`config.mk`:
```
export PLATFORM = sky130hd
export DESIGN_NAME = mlp_seq_classifier
export DESIGN_NICKNAME = d
export VERILOG_FILES = /design/src/rtl/mlp_coef_pkg.sv /design/src/rtl/mlp_mac.sv /design/src/rtl/mlp_seq_classifier.sv
export SDC_FILE = /design/constraint.sdc
export NUM_CORES = 1
export LEC_CHECK = 0
export CORE_UTILIZATION = 40
export CTS_CLUSTER_DIAMETER = 60
export DETAILED_ROUTE_END_ITERATION = 16
export DONT_BUFFER_PORTS = 1
export SLEW_MARGIN = 20
export SYNTH_ARGS = -nofsm -noshare
export SYNTH_HDL_FRONTEND = slang
export SYNTH_SLANG_ARGS = --single-unit
```
`constraint.sdc`:
```
create_clock -name clk -period 17.8 [get_ports clk]
set_input_delay 4.45 -clock clk [delete_from_list [all_inputs] [get_ports clk]]
set_output_delay 4.45 -clock clk [all_outputs]
set_load 0.1 [all_outputs]
```
`src/rtl/mlp_coef_pkg.sv`:
```
// rtl/mlp_coef_pkg.sv - generated per-dataset coefficients and shared types for mlp_seq_classifier
package mlp_coef_pkg;

    localparam int N_IN  = 21;
    localparam int N_HID = 3;
    localparam int N_OUT = 3;
    localparam int WGT_W = 8;
    localparam int ACC_W = 24;

    typedef enum logic [1:0] {IDLE, L0, L1, DONE} state_t;

    // Cardio coefficient set; rows are neurons, columns are inputs
    localparam int W0 [N_HID][N_IN] = '{
        '{ -3,   2,  -5,   4,  -6,   1,  38,  -4,   3,  -7,  -2,   5,  -8,  -1,   2,  -6,  -3, -31,  -4, -20, -15},
        '{  1,  -2,   3,  -1,   2,   0,   2,  -3,   1,   2,  -1,   0,   4,  -2,   1,   3,  -1,   5,   0,  -2,   1},
        '{  2,  -1,   3,   0,   4,   1,  12,   2,  -2,   5,   3,  -3,   4,   1,   0,   2,   3, -80,   1,   5,   7}
    };
    localparam int B0 [N_HID] = '{629, -200, 1440};

    localparam int W1 [N_OUT][N_HID] = '{
        '{-15,  50,  26},
        '{-30,  -7,  12},
        '{ 65,   3, -21}
    };
    localparam int B1 [N_OUT] = '{-5271, -62, 6033};

endpackage

```
`src/rtl/mlp_mac.sv`:
```
// rtl/mlp_mac.sv - shared signed multiply-accumulate with ReLU and saturating clip of the accumulator
module mlp_mac #(
    parameter int X_W   = 13,
    parameter int WGT_W = 8,
    parameter int ACC_W = 24,
    parameter int HID_W = 13
) (
    input  logic                    clk,
    input  logic                    rst_n,
    input  logic                    load,
    input  logic                    en,
    input  logic signed [ACC_W-1:0] load_val,
    input  logic        [X_W-1:0]   x,
    input  logic signed [WGT_W-1:0] w,
    output logic        [ACC_W-2:0] relu_val,
    output logic        [HID_W-1:0] clip_val,
    output logic                    clip_sat
);

    localparam logic [ACC_W-2:0] HID_MAX = (ACC_W-1)'({HID_W{1'b1}});

    logic signed [ACC_W-1:0]     acc;
    logic signed [X_W+WGT_W:0]   prod;

    // x is unsigned, so a zero MSB keeps it non-negative in the signed multiply
    assign prod = $signed({1'b0, x}) * w;

    always_ff @(posedge clk or negedge rst_n) begin
        if (!rst_n) begin
            acc <= '0;
        end else if (load) begin
            acc <= load_val;
        end else if (en) begin
            acc <= acc + ACC_W'(prod);
        end
    end

    assign relu_val = acc[ACC_W-1] ? '0 : acc[ACC_W-2:0];
    assign clip_sat = relu_val > HID_MAX;
    assign clip_val = clip_sat ? '1 : relu_val[HID_W-1:0];

endmodule

```
`src/rtl/mlp_seq_classifier.sv`:
```
// rtl/mlp_seq_classifier.sv - time-multiplexed two-layer integer MLP classifier with argmax output
module mlp_seq_classifier #(
    parameter int N_IN  = mlp_coef_pkg::N_IN,
    parameter int IN_W  = 4,
    parameter int N_HID = mlp_coef_pkg::N_HID,
    parameter int N_OUT = mlp_coef_pkg::N_OUT,
    parameter int WGT_W = mlp_coef_pkg::WGT_W,
    parameter int ACC_W = mlp_coef_pkg::ACC_W,
    parameter int HID_W = 13,
    parameter int CLS_W = $clog2(N_OUT)
) (
    input  logic                   clk,
    input  logic                   rst_n,
    input  logic                   in_valid,
    output logic                   in_ready,
    input  logic [N_IN*IN_W-1:0]   in_data,
    output logic                   out_valid,
    input  logic                   out_ready,
    output logic [CLS_W-1:0]       out_class,
    output logic [ACC_W-2:0]       out_score,
    output logic                   out_sat
);
    import mlp_coef_pkg::*;

    localparam int HIW = (N_HID > 1) ? $clog2(N_HID) : 1;
    localparam int OIW = (N_OUT > 1) ? $clog2(N_OUT) : 1;
    localparam int NW  = (HIW > OIW) ? HIW : OIW;
    localparam int CW  = $clog2(N_IN + 1);
    localparam logic [CW-1:0] IN_END  = CW'(N_IN);
    localparam logic [CW-1:0] HID_END = CW'(N_HID);
    localparam logic [NW-1:0] LAST_H  = NW'(N_HID - 1);
    localparam logic [NW-1:0] LAST_O  = NW'(N_OUT - 1);

    state_t                  state, state_nx;
    logic [N_IN*IN_W-1:0]    feat;
    logic [HID_W-1:0]        hid [N_HID];
    logic [CW-1:0]           idx;
    logic [NW-1:0]           nrn;
    logic [HIW-1:0]          nrn_h_nx;
    logic [OIW-1:0]          nrn_o_nx;
    logic                    sat;
    logic [CLS_W-1:0]        best_class;
    logic [ACC_W-2:0]        best_score;

    logic                    wr_cycle, mac_en, mac_load, take;
    logic signed [ACC_W-1:0] load_val;
    logic [HID_W-1:0]        mac_x;
    logic signed [WGT_W-1:0] mac_w;
    logic [ACC_W-2:0]        relu_val;
    logic [HID_W-1:0]        clip_val;
    logic                    clip_sat;

    assign nrn_h_nx  = nrn[HIW-1:0] + 1'b1;
    assign nrn_o_nx  = nrn[OIW-1:0] + 1'b1;
    assign in_ready  = (state == IDLE);
    assign out_valid = (state == DONE);
    // Strictly-greater replacement keeps the lowest index on ties
    assign take      = (nrn == '0) || (relu_val > best_score);

    always_ff @(posedge clk or negedge rst_n) begin
        if (!rst_n) state <= IDLE;
        else        state <= state_nx;
    end

    always_comb begin
        state_nx = state;
        wr_cycle = 1'b0;
        mac_en   = 1'b0;
        mac_load = 1'b0;
        load_val = '0;
        mac_x    = '0;
        mac_w    = '0;
        case (state)
            IDLE: begin
                if (in_valid) begin
                    state_nx = L0;
                    mac_load = 1'b1;
                    load_val = ACC_W'(B0[0]);
                end
            end
            L0: begin
                if (idx == IN_END) begin
                    wr_cycle = 1'b1;
                    mac_load = 1'b1;
                    if (nrn == LAST_H) begin
                        state_nx = L1;
                        load_val = ACC_W'(B1[0]);
                    end else begin
                        load_val = ACC_W'(B0[nrn_h_nx]);
                    end
                end else begin
                    mac_en = 1'b1;
                    mac_x  = HID_W'(feat[idx*IN_W +: IN_W]);
                    mac_w  = WGT_W'(W0[nrn[HIW-1:0]][idx]);
                end
            end
            L1: begin
                if (idx == HID_END) begin
                    wr_cycle = 1'b1;
                    if (nrn == LAST_O) begin
                        state_nx = DONE;
                    end else begin
                        mac_load = 1'b1;
                        load_val = ACC_W'(B1[nrn_o_nx]);
                    end
                end else begin
                    mac_en = 1'b1;
                    mac_x  = hid[idx[HIW-1:0]];
                    mac_w  = WGT_W'(W1[nrn[OIW-1:0]][idx[HIW-1:0]]);
                end
            end
            DONE: begin
                if (out_ready) state_nx = IDLE;
            end
            default: state_nx = IDLE;
        endcase
    end

    always_ff @(posedge clk or negedge rst_n) begin
        if (!rst_n) begin
            feat       <= '0;
            hid        <= '{default: '0};
            idx        <= '0;
            nrn        <= '0;
            sat        <= 1'b0;
            best_class <= '0;
            best_score <= '0;
            out_class  <= '0;
            out_score  <= '0;
            out_sat    <= 1'b0;
        end else begin
            case (state)
                IDLE: begin
                    if (in_valid) begin
                        feat <= in_data;
                        idx  <= '0;
                        nrn  <= '0;
                        sat  <= 1'b0;
                    end
                end
                L0: begin
                    if (wr_cycle) begin
                        hid[nrn[HIW-1:0]] <= clip_val;
                        sat <= sat | clip_sat;
                        idx <= '0;
                        nrn <= (nrn == LAST_H) ? '0 : nrn + 1'b1;
                    end else begin
                        idx <= idx + 1'b1;
                    end
                end
                L1: begin
                    if (wr_cycle) begin
                        idx <= '0;
                        nrn <= nrn + 1'b1;
                        if (take) begin
                            best_class <= CLS_W'(nrn);
                            best_score <= relu_val;
                        end
                        // Result registers only move at the end, so they hold between inferences
                        if (nrn == LAST_O) begin
                            out_class <= take ? CLS_W'(nrn) : best_class;
                            out_score <= take ? relu_val : best_score;
                            out_sat   <= sat;
                        end
                    end else begin
                        idx <= idx + 1'b1;
                    end
                end
                default: ;
            endcase
        end
    end

    mlp_mac #(
        .X_W   (HID_W),
        .WGT_W (WGT_W),
        .ACC_W (ACC_W),
        .HID_W (HID_W)
    ) u_mac (
        .clk      (clk),
        .rst_n    (rst_n),
        .load     (mac_load),
        .en       (mac_en),
        .load_val (load_val),
        .x        (mac_x),
        .w        (mac_w),
        .relu_val (relu_val),
        .clip_val (clip_val),
        .clip_sat (clip_sat)
    );

endmodule
```
# Word level (Yosys, flattened, before mapping)
# Index checks and enable logic that the tools add are counted.
[totals]
regBits = 208
input_bits = 88
out_inout_bits = 28
word_cells = 132
[classes]
addsub = 3
mul = 1
magnitude_cmp = 7
eq_ne = 14
shift = 1
mux = 70
bitwise_logic = 5
reduce_logical = 17
[op_table]
columns = ["op", "count"]
rows = [
  ["672-bit binary-select mux with 2-bit select", 1],
  ["672-bit two-way mux", 2],
  ["24-bit two-way mux", 10],
  ["32-bit binary-select mux with 2-bit select", 3],
  ["96-bit binary-select mux with 2-bit select", 1],
  ["96-bit two-way mux", 2],
  ["32-bit binary-select mux with 5-bit select", 1],
  ["84-bit by 8-bit indexed part select with 4-bit output", 1],
  ["24-bit case mux with 3 select lines", 1],
  ["13-bit two-way mux", 5],
  ["8-bit two-way mux", 6],
  ["23-bit two-way mux", 2],
  ["39-bit bitwise mux", 1],
  ["13-bit binary-select mux with 2-bit select", 1],
  ["13-bit demux with 2-bit select", 1],
  ["13-bit case mux with 2 select lines", 1],
  ["24-bit by 22-bit adder with 24-bit output", 1],
  ["23-bit by 13-bit greater-than comparator with 1-bit output, second input constant", 1],
  ["23-bit greater-than comparator", 1],
  ["14-bit by 8-bit multiplier with 22-bit output", 1],
  ["2-bit two-way mux", 11],
  ["8-bit case mux with 2 select lines", 1],
  ["2-bit != test, second input constant", 7],
  ["10-bit two-way mux", 1],
  ["31 further kinds", 55],
]

# Depth between registers and ports, before layout
[logic_depth]
ltp_word = 13
ltp_mapped = 29
mapped_depth_nobuf = 26

# Cells and area by module
# A second synthesis with hierarchy kept.
[unflattened]
hier_cells = 1517
area_unflattened_um2 = 15617.5
[by_module_without_submodules]
columns = ["module", "instances", "cells_each", "area_each_um2", "seq_area_each_um2"]
rows = [
  ["mlp_seq_classifier", 1, 912, 10198.5, 4604.4],
  ["mlp_mac", 1, 605, 5418.9, 600.6],
]

# Worst setup path after synthesis
# No wires, ideal clock.
[synth_timing]
kind = "register to register"
from = "register nrn[0]"
to = "register u_mac.acc[23]"
setup_time_ns = 0.132
t_arrival_ns = 6.491
required_ns = 17.668
slack_ns = 11.177
stages_incl_launch_ff = 26
n_path_buf = 3
synth_period_minus_slack_ns = 6.623
path_cell_list = "dfrtp_1 > clkbuf_1 > inv_1 > ha_1 > mux2_2 > a31o_1 > o31a_1 > nand2_1 > o21ai_1 > a22oi_1 > buf_2 > nor2_1 > fa_1 > fa_1 > fa_1 > fa_1 > ha_1 > ha_1 > clkbuf_1 > or3_1 > o21ai_0 > a31oi_1 > o211a_1 > a21oi_1 > nor4_1 > or3b_1"
[synth_via]
elab_chain_cells = 13
word_cells_on_any_way = 38
cone_classes = "add/sub (2); mul (1); eq/ne (1); mux (31); bitwise (2); reduce/logical (1)"
[synth_lines]
columns = ["item", "line", "text"]
rows = [
  ["start: declaration", "mlp_seq_classifier.sv:38", "logic [NW-1:0] nrn;"],
  ["start signal: assignment", "mlp_seq_classifier.sv:146", "nrn <= (nrn == LAST_H) ? '0 : nrn + 1'b1;"],
  ["start signal: assignment", "mlp_seq_classifier.sv:154", "nrn <= nrn + 1'b1;"],
  ["2-bit inverter with 3-bit output (not written as such)", "mlp_seq_classifier.sv:94, mlp_seq_classifier.sv:109", ""],
  ["672-bit binary-select mux with 2-bit select or 96-bit binary-select mux with 2-bit select (tied branches)", "mlp_seq_classifier.sv:94, mlp_seq_classifier.sv:109", ""],
  ["672-bit two-way mux (not written as such) or 96-bit two-way mux (tied branches) (2 in series)", "mlp_seq_classifier.sv:94, mlp_seq_classifier.sv:109", ""],
  ["32-bit binary-select mux with 5-bit select or 32-bit binary-select mux with 2-bit select (tied branches)", "mlp_seq_classifier.sv:94, mlp_seq_classifier.sv:109", ""],
  ["8-bit two-way mux, on equally long branches (2 in series)", "mlp_seq_classifier.sv:94, mlp_seq_classifier.sv:109", ""],
  ["8-bit two-way mux, on equally long branches", "mlp_seq_classifier.sv:82, mlp_seq_classifier.sv:98", ""],
  ["8-bit case mux with 2 select lines", "mlp_seq_classifier.sv:73", "case (state)"],
  ["14-bit by 8-bit multiplier with 22-bit output", "mlp_mac.sv:26", "assign prod = $signed({1'b0, x}) * w;"],
  ["24-bit by 22-bit adder with 24-bit output", "mlp_mac.sv:34", "acc <= acc + ACC_W'(prod);"],
  ["24-bit two-way mux", "mlp_mac.sv:33", "end else if (en) begin"],
  ["24-bit two-way mux", "mlp_mac.sv:31", "end else if (load) begin"],
  ["end signal: assignment", "mlp_mac.sv:32", "acc <= load_val;"],
  ["end signal: assignment", "mlp_mac.sv:34", ""],
  ["end: declaration", "mlp_mac.sv:22", "logic signed [ACC_W-1:0] acc;"],
]
# Several ways; a longest one is shown, not always the timed one. The select of a mux whose other input is x is not followed.
# A chain may end at the register's enable or synchronous reset.

# Final worst setup path
[layout_timing]
from = "register nrn[1]"
to = "register u_mac.acc[18]"
# Same word-level chain as after synthesis.

==> results.yml <==
sta:
  grt_setup_unrepaired: "false"
  timing.fmax_mhz: 125
  worst_hold_slack_ns: 0.469
  timing.final.setup_violations: 0
  final_worst_clock_skew_ns: 0.0154
  max-slew-margin-rel_pct: 24.3
  fin_ws_ns: 9.80
  worst_pin_slew_ns: 1.14
  final-max-slew-violation-count: 0
  setup_tns_ns: 0
  min_period_over_period_pct: 44.9
  hold_violations: 0
  period_minus_slack_ns: 8.00
power_and_ir_drop:
  power.sequential.fraction_pct: 44.1
  clock_power_share_pct: 55.8
  power.internal_uw: 845
  power_density_over_the_cells_nw_per_um2: 64.5
  leakagePower_uw: 0.00852
  p_switching_uw: 227
  max-vdd-ir-drop_mv: 0.0951
  power.switching_fraction_pct: 21.2
  comb_power_share_pct: 0
  totalPowerFinal_uw: 1070
die:
  die_area_sq_um: 39000
  ioPinCount: 116
  fp-row-count: 71
  coreArea_sq_um: 37600
  start_util_pct: 40.6
  die_height_um: 197
  chipWidth_um: 197
detailed_routing:
  routed-via-count: 12100
  detailedRoute.firstPassIterationCount: 8
  antenna_left: 0
  drt-vias-per-instance: 5.49
  first_iteration_detailed_routing_drc_count: 855
  residual_drc: 0
  totalWireLength_mm: 41.8
  wl_per_cell_um: 19.0
synthesis:
  yosysSeqAreaShare_pct: 34.1
  yosysWarnings: 0
  mean_area_per_synthesized_cell_sq_um: 8.92
  number_of_unique_standard_cell_types_used_by_synthesis: 73
  synthFlopType: "dfrtp_1"
  synthesized_netlist_net_count: 1988
  synthCells: 1712
  synth_area_leader_cell: "dfrtp_1"
  synth-async-reset-ratio_pct: 100
  synth_edf_count: 0
  synth_top_area_share_pct: 34.1
  synth.top_cells.by_area: "dfrtp_1 34%, fa_1 11%, nand2_1 10%"
  syn_area_sq_um: 15300
  postSynthRegisterBits: 208
place:
  place.detailed.hpwl_mm: 30.8
  place_worst_setup_slack_ns: 9.93
  port_buffer_count: 0
  global_placer_s_final_weighted_congestion: 0.935
setup_path:
  worst_setup_path_start_kind: "flip-flop"
  critical_path_required_ns: 18.31
  crit_type: "reg2reg"
  worst_setup_path_end_kind: "flip-flop"
  crit_path_max_fo: 16
  r2r-start: "nrn[1]"
  worstPathArrival_ns: 8.50
  destination_of_the_worst_register_to_register_timing_path: "u_mac.acc[18]"
  reg2reg_setup_slack_ns: 9.80
  timing.reg2reg.worst_path_depth: 23
final_layout:
  fraction_of_final_layout_cells_with_drive_strength_greater_than_1_pct: 7.77
  area_delta_synth_final_pct: 8.81
  final_nets: 1941
  final_common_cell: "nand2_1"
  num_antenna_cells: 0
  mostFrequentLayoutCells: "411 x nand2_1, 206 x dfrtp_1, 140 x nor2_1"
clock_tree:
  cts_post_setup_buffers_inserted: 0
  tritoncts.num_buffers: 28
  cts.root.buffer_cell: "clkbuf_16"
  worstSkewPairLatency_ns: 0.57
  post_cts_resize_count: 0
  cts_max_level: 1
  clk_pin_slew_ns: 0.06
  ctsLongestPathBuffers: 3
  cts_tree: "yes"
  number_of_sinks_driven_by_the_clock_tree: 208
  cts_hold_buffers: 0
global_route:
  grt_start_max_net_pins: 209
  grt_antenna_before_repair: 0
  grt_first_pass_wirelength_mm: 67.4
  gr-total-overflow: 0
  grt_pass1_vias: 12100
  global_route.usage.total_pct: 22.0
worst_hold_path:
  class_of_the_worst_hold_path: "reg2reg"
  whs_path_depth: 2
  worst_hold_startpoint: "feat[72]"
  hold_end: "feat[72]"
outcome:
  status: "finished, final reports clean"
run:
  drv.max_cap_violation_count: 0
## power groups by stage
stage	Clock (uW)	Combinational, uW	Sequential, uW
3_3_place_gp	0	0.257	481
2_1_floorplan	0	0.251	482
4_1_cts	614	0.257	473
6_report	599	0.257	473
5_1_grt	634	0.257	473
3_5_place_dp	0	0.257	481
## flip-flops by register name, indices dropped and copies added (netlist names), 5 cells and up
signal      count
idx             5
feat           84
u_mac.acc      24
hid            39
out_score      23
best_score     23
## critical path: stages (launching register included)
cell,delay [ns]
dfrtp_1,0.62
inv_1,0.28
ha_1,0.63
nand2b_1,0.29
a21oi_1,0.28
a211o_1,0.14
a21oi_1,0.06
nor4_1,0.77
a221o_1,0.44
nand2_1,0.12
fa_1,0.47
fa_1,0.49
inv_1,0.05
fa_1,0.51
fa_1,0.58
fa_1,0.44
ha_1,0.37
nand2_1,0.08
o211ai_1,0.27
nand3_1,0.18
nand2_1,0.16
nand4_1,0.13
a2111oi_0,0.41
or3b_1,0.17
## cell type report
cell class / count / area, sq um
fillers: 3714 / 21000
multi-input cells: 1291 / 9210
flip-flops and latches: 208 / 5210
clock buffers: 37 / 785
well taps: 511 / 639
inverters: 122 / 458
clock inverters: 13 / 211
repair buffers: 14 / 105
## routing by layer
layer	vias up	GRT usage, %	share of wire (%)
li1	5668	-	-
met1	5883	30.0	45
met2	395	34.6	45
met3	106	3.67	6.2
met4	0	9.16	4.1
met5	-	0	0
## how the worst max path moves through the flow
| stage | startpoint | end | depth (start not counted) |
|---|---|---|---|
| finish | nrn[1] | u_mac.acc[18] | 23 |
| global route | idx[1] | u_mac.acc[18] | 26 |
| CTS | idx[1] | u_mac.acc[18] | 25 |
| detailed placement | idx[1] | u_mac.acc[18] | 25 |
| global placement | nrn[1] | u_mac.acc[18] | 23 |
| floorplan | nrn[0] | u_mac.acc[23] | 25 |
## synthesized netlist by cell type, drive strengths merged (4+ instances only)
library cell / number
a211o: 4
a211oi: 13
a21o: 12
a21oi: 77
a221o: 4
a22oi: 4
a311oi: 4
a31oi: 22
and2: 15
and3: 9
buf: 37
clkbuf: 54
dfrtp: 208
fa: 86
ha: 102
inv: 122
mux2: 28
mux2i: 44
mux4: 23
nand2: 414
nand2b: 10
nand3: 27
nand4: 4
nor2: 140
nor2b: 22
nor3: 18
nor4: 5
o211ai: 7
o21a: 7
o21ai: 113
or2: 6
or3: 5
xnor2: 10
xor2: 7
## logic make-up (layout without fill, tap and decap cells)
kind of cell             count (synthesis)  in the layout  share of synthesized area [%]
buffers and inverters                  213            186                           5.76
AND/OR/NAND/NOR                        690            690                           19.2
AO/OA/AOI/OAI                          301            301                           12.0
flip-flops                             208            208                           34.1
adder cells (fa/ha/maj)                188            188                           19.6
multiplexers                            95             95                           8.34
XOR/XNOR                                17             17                          0.975
## metrics by stage
stage          utilization, %  instances  cell area [sq um]
3_3_place_gp             41.6       2146              15600
3_5_place_dp             41.6       2146              15600
5_1_grt                  44.2       2196              16600
2_1_floorplan               -       1712              15300
6_report                 44.2       2196              16600
4_1_cts                  44.2       2196              16600
Power figures use the tool's default switching activity.
